### src/rtl/fetch_stage.sv
// RV32I instruction fetch: owns the PC, issues in-order word reads to instruction
// memory and buffers the returned words with their PC tags for decode.
module fetch_stage #(
    parameter logic [31:0] RESET_PC   = 32'h0000_0000,
    parameter int          FIFO_DEPTH = 2
) (
    input  logic        clk,
    input  logic        rst,
    output logic        imem_req,
    output logic [31:0] imem_addr,
    input  logic        imem_gnt,
    input  logic        imem_rvalid,
    input  logic [31:0] imem_rdata,
    input  logic        redirect,
    input  logic [31:0] redirect_pc,
    output logic        id_valid,
    input  logic        id_ready,
    output logic [31:0] id_inst,
    output logic [31:0] id_pc
);
    localparam int              PTR_W    = $clog2(FIFO_DEPTH);
    localparam int              CNT_W    = $clog2(FIFO_DEPTH + 1);
    localparam logic [31:0]     NOP      = 32'h0000_0013;
    localparam logic [31:0]     START_PC = {RESET_PC[31:2], 2'b00};
    localparam logic [CNT_W:0]  DEPTH    = (CNT_W + 1)'(FIFO_DEPTH);

    logic [31:0]      pc_q, pc_d;
    logic [CNT_W-1:0] count_q, count_d;
    logic [CNT_W-1:0] live_q, live_d;
    logic [CNT_W-1:0] drop_q, drop_d;
    logic [PTR_W-1:0] wr_q, wr_d, rd_q, rd_d;
    logic [PTR_W-1:0] tag_wr_q, tag_wr_d, tag_rd_q, tag_rd_d;

    logic [31:0] inst_mem [FIFO_DEPTH];
    logic [31:0] pc_mem   [FIFO_DEPTH];
    logic [31:0] tag_mem  [FIFO_DEPTH];

    logic             issue, resp, resp_drop, resp_live, push, pop;
    logic [CNT_W-1:0] live_ret, drop_ret;

    // A slot freed by a pop only counts from the next cycle: count_q is used, not count_d.
    assign imem_req  = !rst && !redirect
                     && (({1'b0, live_q} + {1'b0, count_q}) < DEPTH)
                     && (({1'b0, live_q} + {1'b0, drop_q})  < DEPTH);
    assign imem_addr = rst ? START_PC : pc_q;

    assign id_valid = !rst && (count_q != '0);
    assign id_inst  = id_valid ? inst_mem[rd_q] : NOP;
    assign id_pc    = id_valid ? pc_mem[rd_q]   : 32'h0;

    assign issue     = imem_req && imem_gnt;
    assign resp      = imem_rvalid && ((live_q != '0) || (drop_q != '0));
    assign resp_drop = resp && (drop_q != '0);
    assign resp_live = resp && (drop_q == '0);
    assign pop       = id_valid && id_ready;
    assign push      = resp_live && !redirect;

    // Counters after accounting for this cycle's response, before redirect/issue.
    assign drop_ret = drop_q - CNT_W'(resp_drop);
    assign live_ret = live_q - CNT_W'(resp_live);

    always_comb begin
        pc_d     = pc_q;
        count_d  = count_q;
        live_d   = live_ret;
        drop_d   = drop_ret;
        wr_d     = wr_q;
        rd_d     = rd_q;
        tag_wr_d = tag_wr_q;
        tag_rd_d = tag_rd_q;
        if (redirect) begin
            pc_d     = {redirect_pc[31:2], 2'b00};
            count_d  = '0;
            live_d   = '0;
            drop_d   = drop_ret + live_ret;
            wr_d     = '0;
            rd_d     = '0;
            tag_wr_d = '0;
            tag_rd_d = '0;
        end else begin
            live_d  = live_ret + CNT_W'(issue);
            count_d = count_q + CNT_W'(push) - CNT_W'(pop);
            if (issue) begin
                pc_d     = pc_q + 32'd4;
                tag_wr_d = tag_wr_q + PTR_W'(1);
            end
            if (resp_live) tag_rd_d = tag_rd_q + PTR_W'(1);
            if (push)      wr_d     = wr_q + PTR_W'(1);
            if (pop)       rd_d     = rd_q + PTR_W'(1);
        end
    end

    always_ff @(posedge clk) begin
        if (rst) begin
            pc_q     <= START_PC;
            count_q  <= '0;
            live_q   <= '0;
            drop_q   <= '0;
            wr_q     <= '0;
            rd_q     <= '0;
            tag_wr_q <= '0;
            tag_rd_q <= '0;
        end else begin
            pc_q     <= pc_d;
            count_q  <= count_d;
            live_q   <= live_d;
            drop_q   <= drop_d;
            wr_q     <= wr_d;
            rd_q     <= rd_d;
            tag_wr_q <= tag_wr_d;
            tag_rd_q <= tag_rd_d;
        end
    end

    // Storage needs no reset: entries are only read while count/live cover them.
    always_ff @(posedge clk) begin
        if (push) begin
            inst_mem[wr_q] <= imem_rdata;
            pc_mem[wr_q]   <= tag_mem[tag_rd_q];
        end
        if (issue) tag_mem[tag_wr_q] <= pc_q;
    end

`ifndef SYNTHESIS
    always_ff @(posedge clk) begin
        if (!rst) begin
            assert (!(imem_rvalid && (live_q == '0) && (drop_q == '0)))
                else $error("fetch_stage: imem_rvalid with no read outstanding");
        end
    end
`endif

endmodule

### config.mk
export PLATFORM = sky130hd
export DESIGN_NAME = fetch_stage
export DESIGN_NICKNAME = d
export VERILOG_FILES = /design/src/rtl/fetch_stage.sv
export SDC_FILE = /design/constraint.sdc
export NUM_CORES = 1
export LEC_CHECK = 0
export ABC_CLOCK_PERIOD_IN_PS = 11700
export CORE_ASPECT_RATIO = 2
export CORE_UTILIZATION = 59
export CTS_BUF_LIST = sky130_fd_sc_hd__clkbuf_8
export CTS_CLUSTER_DIAMETER = 120
export CTS_CLUSTER_SIZE = 28
export DETAILED_ROUTE_END_ITERATION = 16
export MAX_ROUTING_LAYER = met4
export PLACE_DENSITY = 0.85
export SYNTH_ARGS = -nofsm -noshare
export SYNTH_HDL_FRONTEND = slang
export SYNTH_SLANG_ARGS = --single-unit
### constraint.sdc
create_clock -name clk -period 11.7 [get_ports clk]
set_input_delay 1.17 -clock clk [delete_from_list [all_inputs] [get_ports clk]]
set_output_delay 1.17 -clock clk [all_outputs]
set_load 0.005 [all_outputs]
==> metrics.cfg <==
[status]
outcome = finished, final reports clean

[setup_path]
path_max_fanout = 72
arrival_ns = 3.40
cpMostUsedCell = buf_4
cp_top_family = buffers and inverters
critPathMaxStageDelay_ns = 0.57
rrSetupSlack_ns = 8.51
worst-setup-path-type = in2out
worstSetupEndpointType = output pin
required_ns = 10.53
critical_path.cell_chain = buf_2 > buf_4 > o21bai_4 > buf_4 > inv_2 > nand2_1 > clkdlybuf4s50_1
worst-path-buf-inv = 5
crit_slowest_cell = buf_4
crit_path_start_kind = primary input

[synthesis]
ys_types = 61
syn_area_sq_um = 9570
seq_area_frac_synth_pct = 66.5
netlist_instances = 705
syn_area_per_cell_sq_um = 13.6
async_reset_ff_share_pct = 0
synth_edf_count = 184
yosysWarnings = 0
synth_flop_cell = edfxtp_1
synth-seq-cells = 226

[grt]
grt_pass1_vias = 6334
grt_usage_pct = 25.7
grt_pass1_wl_mm = 32.2
met3_usage_pct = 2.42
grt-busiest-layer = met2
use_met1_pct = 27.5
overflow = 0
met2_usage_pct = 47.0
grt_max_degree = 73
antenna_found_initial = 0

[route]
wl_per_cell_microns = 19.3
drc = 0
vias_per_cell = 5.84
ant_nets = 0
wirelength_mm = 20.4
drt_iter0_drc = 315
dr_total_vias = 6162
first_pass_iters = 5

[sta]
finalWorstSetupSlack_ns = 7.13
hold_viol = 0
rsz0062_at_grt = false
finClkSkew_ns = 0.0608
fmax_mhz = 219
finalSetupTns_ns = 0
slew_headroom_pct = 28.4
worst_pin_slew_ns = 1.07
finalMaxSlewViolations = 0
period_share_pct = 39.1
fin_crit_ns = 4.57
setup_violations = 0

[place]
place_worst_setup_slack_ns = 7.13
dpl_cell_area_sq_um = 11400
numPortBuffers = 161
gp_congestion = 0.951
hpwl_mm = 14.2
placedCellCount = 1036

[clocking]
ctsResizeCount = 0
cts.path.max_buffers = 3
clkLatencyLatePin_ns = 0.52
cts_tree = built
htree_levels = 1
cts-root-buf = clkbuf_8
cts.sinks = 226
holdBufCountCts = 0
cts_buffers = 12
post-cts-setup-buffers = 0
clk_pin_slew_ns = 0.16

[power_and_ir_drop]
leakagePower_nw = 3.73
ir_drop_v = 0.0000878
cellPowerDensity_nw_per_um2 = 120

[floorplanning]
io_pins = 168
die_y_microns = 182
die_area_sq_um = 16800
fp.dieW_microns = 92.1
core_sq_um = 15800
num_rows = 65
start_util_pct = 60.7

[final_layout]
final_util_pct = 73.4
drive_gt1_share_pct = 8.07
antennaDiodeCount = 0
post-route-cell-area_sq_um = 11600
stdcell_count = 1056
syn2layout_area_growth_pct = 21.1
finalNetCount = 927
fillers = 1071

[flow_run]
cap_violations = 0

[worst_hold_path]
hp-class = reg2reg

[flip-flops by register name, indices dropped and copies added, names as in the netlist, named ones only]
signal / count
count_q: 2
drop_q: 2
inst_mem: 64
live_q: 2
pc_mem: 60
pc_q: 30
rd_q: 1
tag_mem: 60
tag_rd_q: 1
tag_wr_q: 1
wr_q: 1
[per-stage QoR]
| stage | hold WS [ns] | power (mW) |
|---|---|---|
| floorplan | 0.449 | 1.01 |
| global placement | 0.481 | 1.07 |
| detailed placement | 0.497 | 1.07 |
| CTS | 0.529 | 1.40 |
| global route | 0.542 | 1.45 |
| finish | 0.528 | 1.40 |
[power breakdown]
part	switching, mW	internal [mW]	total, mW
sequential	0.0225	0.895	0.917
combinational	0.0712	0.0688	0.140
clock	0.229	0.110	0.338
total	0.322	1.07	1.40
[cell usage after synthesis (5+ instances only)]
cell type  count  area (sq um)
dfxtp_1       42           841
o21ai_0        8          40.0
nor2_1        98           368
and3_1         7          43.8
xnor2_1        7          61.3
a211oi_1       9          67.6
a311oi_1       9          78.8
nand2_1       18          67.6
nor3_1        11          55.1
nand3_1       18          90.1
xor2_1        11          96.3
mux2i_1       62           621
clkbuf_1      29           109
mux2_2        30           338
a22oi_1        5          37.5
and4_1         5          43.8
buf_1         10          37.5
inv_1         12          45.0
ha_1           6          75.1
and2_1         8          50.1
nor2b_1       27           169
a31oi_1        5          31.3
or4_1          7          52.6
edfxtp_1     184          5530
nand4_1       16           100
or3_1          6          37.5
[per-layer routing]
metal	routed length [microns]	part of all wire (%)	vias to the layer above
met5	0	0	-
met4	918	4.5	0
met3	775	3.8	51
met2	11500	56	189
met1	7230	35	3018
li1	-	-	2904
[layout by cell type, fill, tap and decap left out, types with 3 or more instances in the layout]
master,synthesis,final
a211oi_1,9,9
a21oi_1,4,4
a22oi_1,5,5
a311oi_1,9,9
a31oi_1,5,5
and2_1,8,7
and3_1,7,7
and4_1,5,5
buf_4,4,10
clkbuf_8,0,13
clkdlybuf4s50_1,0,160
conb_1,1,4
dfxtp_1,42,41
edfxtp_1,184,184
ha_1,6,6
inv_1,12,18
mux2_2,30,30
mux2i_1,62,62
nand2_1,18,18
nand3_1,18,18
nand4_1,16,16
nor2_1,98,98
nor2b_1,27,27
nor3_1,11,10
nor3b_1,4,4
nor4_2,2,3
o21ai_0,8,8
o31ai_1,4,4
or3_1,6,6
or4_1,7,7
xnor2_1,7,7
xor2_1,11,11
[cell type report]
type	count	area [sq um]	share of cell area [%]
inverter	14	52.6	0.454
multi-input combinational	424	3000	25.9
clock buffer	13	179	1.54
sequential	226	6370	55.0
tap	201	251	2.17
clock inverter	7	52.6	0.454
timing repair buffer	171	1680	14.5
[final timing paths]
kind / cells past startpoint / start / to
setup reg to reg: 7 / count_q[0] / pc_q[19]
hold reg to reg: 0 / pc_q[30] / tag_mem[0][30]
setup / recovery: 7 / rst / id_inst[0]
hold / removal: 0 / pc_q[30] / tag_mem[0][30]
[cell families after synthesis]
kind of cell	share of synthesized area [%]
AOI/OAI and AO/OA	5.02
adders and majority gates	1.20
DFF	66.5
other	0.0392
muxes	10.0
xor gates and xnor gates	1.65
and+or+nand+nor	13.0
buffers and inverters	2.51
No activity file was read; power rests on OpenSTA's default activity.
